$ cat src/rtl/ysyx_22040365_hazard_ctrl.sv
// ysyx_22040365_hazard_ctrl: interlock, flush and forward-select control
// for the 5-stage pipeline, with a memory-wait watchdog and stall counter.
module ysyx_22040365_hazard_ctrl #(
    parameter int MEM_TIMEOUT = 255
) (
    input  logic        clk,
    input  logic        rst,
    input  logic        rs1_en_23,
    input  logic        rs2_en_23,
    input  logic [4:0]  rs1_addr_23,
    input  logic [4:0]  rs2_addr_23,
    input  logic        rd_en_34,
    input  logic [4:0]  rd_addr_34,
    input  logic        is_load_34,
    input  logic        rd_en_45,
    input  logic [4:0]  rd_addr_45,
    input  logic        mem_req_45,
    input  logic        mem_ready,
    input  logic        redirect_ex,
    output logic        stall_pc,
    output logic        stall_23,
    output logic        stall_mem_ex,
    output logic        bubble_34,
    output logic        flush_23,
    output logic [1:0]  fwd_rs1_sel_34,
    output logic [1:0]  fwd_rs2_sel_34,
    output logic        mem_timeout_err,
    output logic [31:0] perf_stall_cnt
);

    localparam int CW = $clog2(MEM_TIMEOUT + 1);
    localparam logic [CW-1:0] TMO = CW'(MEM_TIMEOUT);

    typedef enum logic {
        RUN      = 1'b0,
        MEM_WAIT = 1'b1
    } state_t;

    state_t         r_state;
    logic [CW-1:0]  r_wait_cnt;
    logic [1:0]     r_fwd1;
    logic [1:0]     r_fwd2;
    logic           r_err;
    logic [31:0]    r_perf;

    logic           w_mem_stall;
    logic           w_lu_rs1;
    logic           w_lu_rs2;
    logic           w_load_use;
    logic           w_redirect;
    logic           w_lu_stall;
    logic [1:0]     w_fwd1;
    logic [1:0]     w_fwd2;
    logic [CW-1:0]  w_cnt_nxt;

    function automatic logic [1:0] f_sel(
        input logic       en,
        input logic [4:0] addr
    );
        logic [1:0] sel;
        sel = 2'b00;
        if (en && addr != 5'd0 && rd_en_34 && addr == rd_addr_34)
            sel = 2'b01;
        else if (en && addr != 5'd0 && rd_en_45 && addr == rd_addr_45)
            sel = 2'b10;
        return sel;
    endfunction

    // All control outputs are gated by rst so they read 0 while in reset
    assign w_mem_stall = rst & mem_req_45 & ~mem_ready;
    assign w_lu_rs1    = rs1_en_23 & (rs1_addr_23 == rd_addr_34);
    assign w_lu_rs2    = rs2_en_23 & (rs2_addr_23 == rd_addr_34);
    assign w_load_use  = rst & is_load_34 & rd_en_34
                       & (rd_addr_34 != 5'd0) & (w_lu_rs1 | w_lu_rs2);
    assign w_redirect  = rst & redirect_ex & ~w_mem_stall;
    assign w_lu_stall  = w_load_use & ~redirect_ex & ~w_mem_stall;

    assign stall_mem_ex = w_mem_stall;
    assign stall_pc     = w_mem_stall | w_lu_stall;
    assign stall_23     = w_mem_stall | w_lu_stall;
    assign bubble_34    = w_redirect | w_lu_stall;
    assign flush_23     = w_redirect;

    assign w_fwd1 = f_sel(rs1_en_23, rs1_addr_23);
    assign w_fwd2 = f_sel(rs2_en_23, rs2_addr_23);

    assign w_cnt_nxt = (r_wait_cnt == TMO) ? r_wait_cnt
                                           : r_wait_cnt + CW'(1);

    always_ff @(posedge clk or negedge rst) begin
        if (!rst) begin
            r_state    <= RUN;
            r_wait_cnt <= '0;
            r_err      <= 1'b0;
        end else begin
            unique case (r_state)
                RUN: begin
                    if (w_mem_stall) begin
                        r_state    <= MEM_WAIT;
                        r_wait_cnt <= '0;
                    end
                end
                MEM_WAIT: begin
                    if (mem_ready) begin
                        r_state <= RUN;
                    end else begin
                        r_wait_cnt <= w_cnt_nxt;
                        if (w_cnt_nxt == TMO)
                            r_err <= 1'b1;
                    end
                end
            endcase
        end
    end

    always_ff @(posedge clk or negedge rst) begin
        if (!rst) begin
            r_fwd1 <= 2'b00;
            r_fwd2 <= 2'b00;
        end else if (!w_mem_stall) begin
            r_fwd1 <= bubble_34 ? 2'b00 : w_fwd1;
            r_fwd2 <= bubble_34 ? 2'b00 : w_fwd2;
        end
    end

    always_ff @(posedge clk or negedge rst) begin
        if (!rst)
            r_perf <= '0;
        else if (stall_pc && r_perf != 32'hFFFF_FFFF)
            r_perf <= r_perf + 32'd1;
    end

    assign fwd_rs1_sel_34  = r_fwd1;
    assign fwd_rs2_sel_34  = r_fwd2;
    assign mem_timeout_err = r_err;
    assign perf_stall_cnt  = r_perf;

endmodule

$ cat config.mk
export PLATFORM = sky130hd
export DESIGN_NAME = ysyx_22040365_hazard_ctrl
export DESIGN_NICKNAME = d
export VERILOG_FILES = /design/src/rtl/ysyx_22040365_hazard_ctrl.sv
export SDC_FILE = /design/constraint.sdc
export NUM_CORES = 1
export LEC_CHECK = 0
export CAP_MARGIN = 20
export CELL_PAD_IN_SITES_DETAIL_PLACEMENT = 1
export CELL_PAD_IN_SITES_GLOBAL_PLACEMENT = 1
export CORE_UTILIZATION = 37
export CTS_BUF_LIST = sky130_fd_sc_hd__clkbuf_8
export CTS_CLUSTER_DIAMETER = 150
export DETAILED_ROUTE_END_ITERATION = 8
export PLACE_DENSITY_LB_ADDON = 0.1
export SYNTH_ARGS = -nofsm -noshare
export SYNTH_HDL_FRONTEND = slang
export SYNTH_SLANG_ARGS = --single-unit
$ cat constraint.sdc
create_clock -name clk -period 2.6 [get_ports clk]
set_clock_uncertainty 0.2 [all_clocks]
set_input_delay 0.52 -clock clk [delete_from_list [all_inputs] [get_ports clk]]
set_output_delay 0.52 -clock clk [all_outputs]
set_load 0.005 [all_outputs]
==> results of run 1 <==
==> through the flow <==
stage          hold WS, ns  cell area, µm²
2_1_floorplan       0.0244            2570
3_3_place_gp         0.275            3660
3_5_place_dp         0.257            3660
4_1_cts              0.117            3820
5_1_grt              0.121            3900
6_report             0.141            3900
==> logic make-up after synthesis <==
family | after synthesis | synth area share
AND/OR/NAND/NOR | 116 | 0.263
buffers and inverters | 8 | 0.0161
XOR/XNOR | 51 | 0.174
flip-flops | 46 | 0.448
multiplexers | 2 | 0.00828
AO/OA/AOI/OAI | 31 | 0.0813
adder cells (fa/ha/maj) | 2 | 0.00974
==> metal layers <==
metal  vias up  part of all wire  wire length [µm]
met4         0             0.017               133
met1      1226              0.44              3420
li1       1152                 -                 -
met5         -                 0                 0
met2        57              0.51              3970
met3        12             0.041               324
==> how the worst min path moves through the flow <==
| stage | from | endpoint | slack [ns] |
|---|---|---|---|
| CTS | rst | r_wait_cnt[3]$_DFFE_PN0P_ | 0.12 |
| finish | rst | r_wait_cnt[5]$_DFFE_PN0P_ | 0.14 |
| detailed placement | mem_timeout_err$_DFFE_PN0P_ | mem_timeout_err$_DFFE_PN0P_ | 0.26 |
| floorplan | rst | fwd_rs1_sel_34[0]$_DFFE_PN0N_ | 0.02 |
| global placement | mem_timeout_err$_DFFE_PN0P_ | mem_timeout_err$_DFFE_PN0P_ | 0.28 |
| global route | rst | r_wait_cnt[6]$_DFFE_PN0P_ | 0.12 |
==> area by class of cell <==
cell class / instances / area (µm²) / share of cell area
Multi-Input combinational cell: 202 / 1480 / 0.380
Sequential cell: 46 / 1150 / 0.295
Timing Repair Buffer: 115 / 1060 / 0.272
Tap cell: 80 / 100 / 0.0257
Clock buffer: 5 / 68.8 / 0.0177
Clock inverter: 3 / 17.5 / 0.00449
Inverter: 4 / 17.5 / 0.00449
==> power by group through the flow <==
stage                     clock [µW]  sequential, µW  combinational (µW)
after floorplan                    0             794                 107
after global placement             0             797                 288
after detailed placement           0             798                 299
after CTS                        457             784                 303
after global routing             485             789                 355
final                            439             785                 328
==> cell usage in the layout (no fill, tap or decap), drive strengths merged, types with 5 or more instances in the layout <==
| master | synthesis | routed |
|---|---|---|
| buf | 4 | 55 |
| clkdlybuf4s50 | 0 | 51 |
| dfrtp | 46 | 46 |
| xnor2 | 31 | 31 |
| nand2 | 25 | 25 |
| xor2 | 20 | 20 |
| nand3 | 19 | 19 |
| nor2 | 16 | 16 |
| and3 | 12 | 12 |
| a21oi | 11 | 11 |
| clkbuf | 0 | 11 |
| nor3 | 9 | 9 |
| nand4 | 8 | 8 |
| o21ai | 6 | 6 |
| and4 | 5 | 5 |
| inv | 4 | 5 |
==> state kept, by name, indices dropped and copies added (netlist names) <==
register / count
perf_stall_cnt: 32
r_wait_cnt: 8
fwd_rs1_sel_34: 2
fwd_rs2_sel_34: 2
mem_timeout_err: 1
r_state: 1
==> critical path: cells and delay by family <==
family                 cells  cell delay, ns
AO/OA/AOI/OAI              2            0.40
buffers and inverters      3            0.42
XOR/XNOR                   1            0.15
AND/OR/NAND/NOR            3            0.39
==> repair_timing <==
action / CTS / global route
buffers inserted: 5 / 1
endpoints found under the hold margin: 0 / 0
pin swaps: 13 / 13
setup endpoints to repair: 30 / 30
resized for setup: 48 / 55
==> run_results.csv, run 1 <==
group,metric,value,unit
timing,rsz0062_at_grt,"true",
critical_path,rrSetupSlack,0.20,ns
die,core_area,6760,µm²
die,io_pins,72,
critical_path,setup.worst_path.end,"bubble_34",
yosys,synth_cell_types,47,
yosys,synth_top_cells_by_area,"dfrtp_1, xnor2_1, xor2_1, nand3_1, nand2_1",
pwr,seqPwrFrac,0.506,
final_layout,final_nets,406,
clock_network,clkSlewWorstSetupHoldPaths,0.10,ns
clock_network,ctsHoldBuffers,0,
critical_path,r2r_cells,8,
pwr,power_density,398,nW/µm²
yosys,seq_area_frac_synth,0.448,
timing,hold_violations,0,
critical_path,crit_type,"primary input to output pin",
yosys,ys_warn_count,0,
critical_path,setup.worst_path.start_class,"primary input",
yosys,yosysMostFrequentCell,"dfrtp_1",
yosys,ys_ff_latch,46,
critical_path,r2r_start,"perf_stall_cnt[8]$_DFFE_PN0P_",
die,die_x,85.3,µm
route,firstDrtPassIters,4,
critical_path,crit_path_top_delay_cell,"a22o_1",
die,start_util,0.380,
clock_network,cts_buffer_depth,2,
pwr,vdd_drop_max,0.000281,V
yosys,synth_edf_count,0,
timing,slew_violations,0,
yosys,synth_area,2570,µm²
clock_network,htree_levels,2,
timing,fin_crit_sh,1.01,
grt,track_usage,0.219,
timing,worst_pin_slew,0.502,ns
final_layout,drive_gt1_frac,0.256,
pwr,p_sw,434,µW
grt,grt_pass1_vias,2496,
yosys,syn_inst,256,
yosys,syn_avg_cell_area,10.0,µm²
timing,timing.final.ws_setup,-0.0169,ns
clock_network,clock-sinks,46,
critical_path,path_cells,"clkbuf_2, xnor2_4, nand3_2, nor3_4, a22o_1, buf_4, nand2_2, a21oi_2, buf_2",
route,antenna_left,0,
yosys,yosys.area.top_type,"dfrtp_1",
final_layout,insertedDiodeCount,0,
job,drv_cap,0,
grt,gr-max-usage-layer,"met2",
grt,use_met2,0.388,
clock_network,cts-buffers-inserted,5,
critical_path,rr_endpoint,"perf_stall_cnt[18]$_DFFE_PN0P_",
pwr,p_int,1120,µW
grt,grt_pass1_wl,12.5,mm
timing,setup_tns,-0.0169,ns
timing,finalSetupViolations,1,
place,post-dp-hpwl,5.51,mm
critical_path,critPathMaxStageDelay,0.24,ns
pwr,p_clk_frac,0.283,
critical_path,critical_path.endpoint_type,"output pin",
grt,grt_util_met1,0.279,
grt,antenna_found_initial,0,
clock_network,cts_tree,"yes",
clock_network,insertion_delay,0.30,ns
die,core.rowCount,30,
place,dpl_worst_slack,-0.739,ns
die,die-area,7280,µm²
timing,fin_crit,2.62,ns
yosys,yosys-top-cells-count,"dfrtp_1, xnor2_1, nand2_1, xor2_1, nand3_1",
run_status,status,"finished, violations left",
critical_path,crit_required,1.88,ns
pwr,power,1550,µW
yosys,synthFlopType,"dfrtp_1",
final_layout,instances_no_fill,455,
pwr,p_sw_frac,0.280,
timing,relSlewSlack,0.666,
grt,use_met3,0.0350,
final_layout,syn_to_final_growth,51.7,%
final_layout,fin_util,0.577,
yosys,synth_top_area_frac,0.448,
place,io_buffers,71,
route,first_iter_violations,40,
critical_path,startpoint,"rs2_addr_23[2]",
critical_path,path_max_fanout,2,
yosys,syn_nets,288,
timing,fmax,0.382,GHz
place,place_inst,441,
pwr,p_leak,0.00176,µW
grt,grt_max_degree,40,
clock_network,cts-root-buf,"clkbuf_8",
route,drt_wl_total,7.86,mm
place,gp_congestion,0.796,
route,via_count,2447,
route,wire_per_inst,17.3,µm
yosys,async_flop_share,1.00,
route,avgViaCountPerCell,5.38,
pwr,power_frac_comb,0.211,
critical_path,crit_arrival,1.90,ns
die,dieHeight,85.3,µm
run_status,violations,"setup timing",
route,post-route-drc-count,0,
hold_path,min_path_type,"primary input to asynchronous set/reset pin",
grt,grt_remaining_overflow,0,
final_layout,nFillCells,759,
(Power assumes the default switching activity.)
==> run 2, diff against run 1 <==
Settings changed: SLEW_MARGIN set to 20.
==> results of run 2 <==
The final DEF is identical to that of run 1; final timing and power are the same.
